[src/rtl/adder_128b_seq_if.sv]
// adder_128b_seq_if: operand and result valid/ready channels.
// master drives operands and result ready; slave is the sequencer.
interface adder_128b_seq_if;
    logic         in_valid;
    logic         in_ready;
    logic [127:0] in0;
    logic [127:0] in1;
    logic         out_valid;
    logic         out_ready;
    logic [127:0] out0;
    logic         out1;

    modport master (
        output in_valid, in0, in1, out_ready,
        input  in_ready, out_valid, out0, out1
    );

    modport slave (
        input  in_valid, in0, in1, out_ready,
        output in_ready, out_valid, out0, out1
    );
endinterface

[src/rtl/adder_128b_seq.sv]
// adder_128b_seq: 128-bit add time-shared over one SLICE_W-bit slice
// with a registered carry between slices.
module adder_128b_seq #(
    parameter int SLICE_W = 32
) (
    input  logic                   clk,
    input  logic                   rst,
    adder_128b_seq_if.slave        bus,
    output logic [31:0]            ops_done
);
    localparam int N  = 128 / SLICE_W;
    localparam int IW = (N > 1) ? $clog2(N) : 1;

    generate
        if ((SLICE_W < 1) || (SLICE_W > 128) ||
            ((SLICE_W & (SLICE_W - 1)) != 0)) begin : g_bad_slice
            $error("SLICE_W must be a power of two from 1 to 128");
        end
    endgenerate

    typedef enum logic [1:0] {
        IDLE,
        RUN,
        DONE
    } state_t;

    state_t         state;
    state_t         state_nxt;
    logic [127:0]   a_reg;
    logic [127:0]   b_reg;
    logic [127:0]   sum_reg;
    logic           carry;
    logic [IW-1:0]  idx;
    logic [7:0]     base;
    logic [SLICE_W:0] slice_sum;
    logic           last;

    // base never exceeds 128-SLICE_W, so 8 bits always suffice
    always_comb begin
        base      = 8'(idx) * 8'(SLICE_W);
        slice_sum = {1'b0, a_reg[base +: SLICE_W]}
                  + {1'b0, b_reg[base +: SLICE_W]}
                  + {{SLICE_W{1'b0}}, carry};
        last      = (idx == IW'(N - 1));
    end

    always_comb begin
        state_nxt = state;
        unique case (state)
            IDLE:    if (bus.in_valid) state_nxt = RUN;
            RUN:     if (last) state_nxt = DONE;
            DONE:    if (bus.out_ready) state_nxt = IDLE;
            default: state_nxt = IDLE;
        endcase
    end

    always_ff @(posedge clk) begin
        if (rst) begin
            state    <= IDLE;
            idx      <= '0;
            carry    <= 1'b0;
            sum_reg  <= '0;
            ops_done <= '0;
        end else begin
            state <= state_nxt;
            unique case (state)
                IDLE: begin
                    if (bus.in_valid) begin
                        a_reg   <= bus.in0;
                        b_reg   <= bus.in1;
                        sum_reg <= '0;
                        carry   <= 1'b0;
                        idx     <= '0;
                    end
                end
                RUN: begin
                    sum_reg[base +: SLICE_W] <= slice_sum[SLICE_W-1:0];
                    carry <= slice_sum[SLICE_W];
                    idx   <= idx + IW'(1);
                end
                DONE: begin
                    if (bus.out_ready) ops_done <= ops_done + 32'd1;
                end
                default: ;
            endcase
        end
    end

    assign bus.in_ready  = (state == IDLE);
    assign bus.out_valid = (state == DONE);
    assign bus.out0      = sum_reg;
    assign bus.out1      = carry;
endmodule
[src/flat_wrapper.sv]
// flat-port wrapper written by rule: the top's interface ports become plain ports
module adder_128b_seq_flat 
#(
    parameter int SLICE_W = 32
)
  (clk, rst, ops_done, bus_in_valid, bus_in0, bus_in1, bus_out_ready, bus_in_ready, bus_out_valid, bus_out0, bus_out1);
  adder_128b_seq_if bus_i ();
  input  logic clk;
  input  logic rst;
  output logic [31:0] ops_done;
  input wire logic [$bits(bus_i.in_valid)-1:0] bus_in_valid;
  input wire logic [$bits(bus_i.in0)-1:0] bus_in0;
  input wire logic [$bits(bus_i.in1)-1:0] bus_in1;
  input wire logic [$bits(bus_i.out_ready)-1:0] bus_out_ready;
  output wire logic [$bits(bus_i.in_ready)-1:0] bus_in_ready;
  output wire logic [$bits(bus_i.out_valid)-1:0] bus_out_valid;
  output wire logic [$bits(bus_i.out0)-1:0] bus_out0;
  output wire logic [$bits(bus_i.out1)-1:0] bus_out1;
  assign bus_i.in_valid = bus_in_valid;
  assign bus_i.in0 = bus_in0;
  assign bus_i.in1 = bus_in1;
  assign bus_i.out_ready = bus_out_ready;
  assign bus_in_ready = bus_i.in_ready;
  assign bus_out_valid = bus_i.out_valid;
  assign bus_out0 = bus_i.out0;
  assign bus_out1 = bus_i.out1;
  adder_128b_seq #(.SLICE_W(SLICE_W)) u_core (.clk(clk), .rst(rst), .bus(bus_i), .ops_done(ops_done));
endmodule
[config.mk]
export PLATFORM = sky130hd
export DESIGN_NAME = adder_128b_seq_flat
export DESIGN_NICKNAME = d
export VERILOG_FILES = /design/src/rtl/adder_128b_seq_if.sv /design/src/rtl/adder_128b_seq.sv /design/src/flat_wrapper.sv
export SDC_FILE = /design/constraint.sdc
export NUM_CORES = 1
export LEC_CHECK = 0
export CAP_MARGIN = 30
export CORE_MARGIN = 2
export CORE_UTILIZATION = 30
export CTS_CLUSTER_SIZE = 12
export DETAILED_ROUTE_END_ITERATION = 6
export HOLD_SLACK_MARGIN = 0.06
export MAX_ROUTING_LAYER = met4
export PLACE_DENSITY_LB_ADDON = 0.25
export SLEW_MARGIN = 20
export SYNTH_ARGS = -nofsm -noshare
export SYNTH_HDL_FRONTEND = slang
export SYNTH_SLANG_ARGS = --single-unit
[constraint.sdc]
create_clock -name clk -period 50.9 [get_ports clk]
set_input_delay 10.18 -clock clk [delete_from_list [all_inputs] [get_ports clk]]
set_output_delay 10.18 -clock clk [all_outputs]
set_load 0.01 [all_outputs]
# ---- Yosys cells after proc, flatten, opt, wreduce, memory -nomap -nowiden
# Index checks and enable logic that the tools add are counted.
dict set report op_classes {
  shifts 4
  bitwise 1
  n_eq_ne 6
  reduce_logical 6
  muxes 11
  add_sub_neg 5
}
# operator count
set op_table {}
lappend op_table {{128-bit case mux with 2 select lines} 1}
lappend op_table {{128-bit by 8-bit indexed part select with 32-bit output} 2}
lappend op_table {{128-bit bitwise mux} 1}
lappend op_table {{128-bit 2-to-1 mux} 1}
lappend op_table {{32-bit by 10-bit variable shift with 128-bit output (first input constant)} 1}
lappend op_table {{32-bit by 10-bit indexed part select with 128-bit output} 1}
lappend op_table {{32-bit by 32-bit adder with 33-bit output} 1}
lappend op_table {{33-bit by 1-bit adder with 33-bit output} 1}
lappend op_table {{32-bit by 1-bit adder with 32-bit output (second input constant)} 1}
lappend op_table {{7-bit negator with 10-bit output} 1}
lappend op_table {{2-bit 2-to-1 mux} 4}
lappend op_table {{2-bit case mux with 3 select lines} 1}
lappend op_table {{3-bit AND reduction} 2}
lappend op_table {{2-bit equality test (second input constant)} 2}
lappend op_table {{2-bit inequality test (second input constant)} 2}
lappend op_table {{2-bit case mux with 2 select lines} 1}
lappend op_table {{2-bit AND reduction} 2}
lappend op_table {{2-bit by 1-bit adder with 2-bit output (second input constant)} 1}
lappend op_table {{2-bit by 1-bit equality test with 1-bit output (second input constant)} 1}
lappend op_table {{2-bit logical NOT} 1}
lappend op_table {{2-bit by 1-bit inequality test with 1-bit output (second input constant)} 1}
lappend op_table {{1-bit case mux with 2 select lines} 1}
lappend op_table {{2-bit nonzero test} 1}
lappend op_table {{1-bit 2-to-1 mux} 1}
lappend op_table {{1-bit NOT} 1}
dict set report word_totals {
  input_bits 260
  wordCells 40
  out_inout_bits 163
  register_bits 421
}

# ---- Logic depth before layout (Yosys ltp)
dict set report logic_depth {
  depth_word 6
  depth_mapped 14
  ltp_nobuf 10
}

# ---- Least setup slack after synthesis
# Ideal clock, no wire load.
dict set report synth_path {
  path_type {input port to flip-flop}
  startpoint {input port rst}
  endpoint {register u_core.a_reg[0] (enable)}
  path_slack_ns 21.750
  required_ns 49.714
  n_path_buf 2
  cell_stages 3
  t_arrival_ns 27.964
  setup_ns 1.186
  path_cell_list {clkbuf_1 > clkbuf_1 > nor3_1}
}
dict set report synth_between {
  elab_chain_len 2
}
# item line
set synth_rtl {}
lappend synth_rtl {{from (decl)} flat_wrapper.sv:9} ;# input logic rst;
lappend synth_rtl {{1-bit NOT (no line)} n/a}
lappend synth_rtl {{3-bit AND reduction (no line)} n/a}
lappend synth_rtl {{to (signal assigned)} adder_128b_seq.sv:69} ;# a_reg <= bus.in0;
lappend synth_rtl {{to (decl)} adder_128b_seq.sv:29} ;# logic [127:0] a_reg;
# No other way between the ends.
# A chain may end at the register's enable or synchronous reset.

# ---- Worst setup path in the final report
dict set report layout_path {
  startpoint {input port bus_in_valid}
  endpoint {register u_core.a_reg[47] (enable)}
}
dict set report layout_between {
  elab_chain_len 1
}
# item line
set layout_rtl {}
lappend layout_rtl {{from (decl)} flat_wrapper.sv:11} ;# input wire logic [$bits(bus_i.in_valid)-1:0] bus_in_valid;
lappend layout_rtl {{3-bit AND reduction (no line)} n/a}
# No other way between the ends.

==> metrics.yaml <==
critical_path:
  start_kind: "input pin"
  endpoint_kind: "flop"
  cp.required_ns: 51.14
  crit_fanout: 178
  arrival_ns: 12.62
  path_class: "input pin to flop"
drt:
  viasPerCell: 4.88
  drtIter0Drc: 716
  routed_wl_um: 52200
  dr.pass1.iters: 5
  final_antenna_net_count: 0
  drt-wirelength-per-cell_um: 21.0
  route.detailed.drc: 0
  vias: 12123
logic_synthesis:
  yosys_most_used_dff: "edfxtp_1"
  ys_warn_count: 0
  synth_compound_area_share_pct: 11.7
  synth_top_family_by_area: "compound AO/OA/AOI/OAI gates"
  synthCells: 1273
  synth_top_cell_by_area: "edfxtp_1"
  yosysSeqAreaShare_pct: 63.3
  synth-xor-area-share_pct: 2.52
  ys_ff_latch: 421
  synth_edf_count: 256
  synthMuxAreaShare_pct: 8.65
  yosysTopAreaCellShare_pct: 44.3
  post_synth.cell_area_avg_um2: 13.6
  yosys.area_share.simple_pct: 9.03
  synthArstFlopShare_pct: 0
  synth.distinct_cells: 71
  synth_area_leaders: "edfxtp_1, dfxtp_1, mux4_2"
  synthAdderAreaFrac_pct: 2.83
  synth_area_mm2: 0.0174
  syn_nets: 1571
die:
  core_mm2: 0.0575
  dieHeight_um: 245
  rows: 88
  start_util_pct: 30.2
  die_w_um: 245
  die_area_mm2: 0.0598
  boundaryPins: 423
sta:
  post-route-period-util_pct: 24.3
  slew_viol_final: 0
  tightest_slew_ns: 1.06
  period_minus_slack_ns: 12.38
  fin_setup_tns_ns: 0
  finalSetupViolCount: 0
  rsz0062_at_grt: "false"
  fin_skew_ns: 0.00952
  maxSlewHeadroom_pct: 29.2
  max_freq_mhz: 80.8
  hold_viol_final: 0
global_routing:
  grt_max_degree: 179
  grt_pass1_wl_um: 76400
  grt_pass1_vias: 12132
  grt.total_usage_pct: 17.6
  grt_antenna_before_repair: 2
  overflow: 0
pwr:
  p_per_area_mw_per_mm2: 34.3
  cellInternalPower_w: 0.000609
  swShare_pct: 25.6
  switchingPower_w: 0.000209
  pwr-share-clk_pct: 38.5
  peakVddDrop_uv: 19.3
  power_frac_seq_pct: 46.4
  p_leak_nw: 8.02
  comb_power_share_pct: 15.1
clock_network:
  worstSkewPairLatency_ns: 0.57
  cts-buffers-inserted: 46
  holdBufCountCts: 0
  cts_tree: "yes"
  htree_levels: 2
  ctsLongestPathBuffers: 3
  ctsResizeCount: 0
  cts_root_buf: "clkbuf_16"
  clk_pin_slew_worst_paths_ns: 0.06
  post-cts-setup-buffers: 0
  cts_sinks: 421
finish:
  fillCellCount: 5375
  final_nets: 1980
  fin_util_pct: 41.5
  area_growth_syn_to_layout_pct: 37.3
  fin_area_mm2: 0.0238
  layout-drive-gt1-share_pct: 9.45
min_path:
  worst_hold_path_type: "flop to flop"
job:
  maxCapViolations: 0
placement:
  portBuffers: 422
  place.gp.congestion: 0.829
  placed_area_mm2: 0.0224
  dp_hpwl_um: 39500
run_status:
  status: "finished clean"
-- worst max-delay path, cell delays in order --
cell and delay [ns]:
clkdlybuf4s50_1 0.51, nand2b_1 0.16, nor3_2 0.21, buf_12 0.68
buf_4 0.45, buf_16 0.31
-- through the flow --
step	power [W]	worst slack, ns	cells	hold WS, ns
final	0.000818	38.52	2482	0.454
after CTS	0.000827	38.33	2479	0.454
after global placement	0.000509	37.83	2394	0.442
after floorplan	0.000459	21.75	1273	0.476
after global routing	0.000853	38.35	2482	0.479
after detailed placement	0.000511	37.73	2398	0.448
-- power by group through the flow --
stage	Combinational [W]	Sequential [W]	Clock (W)
2_1_floorplan	0.0000679	0.000391	0
3_3_place_gp	0.000122	0.000386	0
3_5_place_dp	0.000124	0.000387	0
4_1_cts	0.000124	0.000380	0.000323
5_1_grt	0.000134	0.000380	0.000338
6_report	0.000124	0.000379	0.000315
-- path summary, 6_finish.rpt --
path / from / end / slack, ns / depth (start not counted)
max reg2reg: u_core.idx[0] / u_core.bus.out0[118] / 45.20 / 12
max: bus_in_valid / u_core.a_reg[47] / 38.52 / 6
min reg2reg: u_core.bus.out0[43] / u_core.bus.out0[43] / 0.45 / 2
min: u_core.bus.out0[43] / u_core.bus.out0[43] / 0.45 / 2
-- Yosys cell counts, types with 8 or more instances --
master    count
edfxtp_1    256
dfxtp_1     165
nor2_1      117
nand2_1      84
mux4_2       64
clkbuf_1     54
a22oi_1      52
a21oi_1      46
o21ai_0      45
a22o_1       44
ha_1         36
xor2_1       35
nand3_1      27
nand4_1      23
buf_2        15
xnor2_1      15
nor3_1       11
o31ai_1      11
a21o_1       10
nand2b_1     10
nor2b_1      10
and3_1        9
a211oi_1      8
inv_1         8
or3_1         8
-- per-layer routing --
| layer | track usage (%) | wire, um | part of all wire (%) |
|---|---|---|---|
| met1 | 22.4 | 22300 | 43 |
| met2 | 28.2 | 25200 | 48 |
| met3 | 3.72 | 3300 | 6.3 |
| met4 | 5.29 | 1420 | 2.7 |
| met5 | - | 0 | 0 |
-- cell families (layout without fill, tap and decap cells) --
| family | count (synthesis) | in the layout |
|---|---|---|
| other cells | 0 | 2 |
| compound gates | 279 | 279 |
| simple gates | 332 | 332 |
| fa+ha+maj | 38 | 38 |
| flops | 421 | 421 |
| xor+xnor | 50 | 50 |
| mux | 70 | 70 |
| buf+inv | 83 | 525 |
-- cells in the final DEF, fill, tap and decap left out, drive strengths merged, types with 44 or more instances in the layout --
cell type and instances:
clkdlybuf4s50 421, nand2 85, a22o 44, nor2 117, o21ai 46, mux4 64, a22oi 52, clkbuf 74
dfxtp 165, a21oi 48, edfxtp 256
-- layout make-up --
class / count / area, um^2 / area share, %
flip-flops and latches: 421 / 11000 / 46.1
multi-input cells: 769 / 6040 / 25.4
repair buffers: 436 / 4390 / 18.4
clock buffers: 74 / 1360 / 5.71
well taps: 765 / 957 / 4.02
clock inverters: 7 / 46.3 / 0.194
inverters: 8 / 30.0 / 0.126
diodes: 2 / 5.00 / 0.0210
Note: power is estimated with default switching activity, not from simulation.
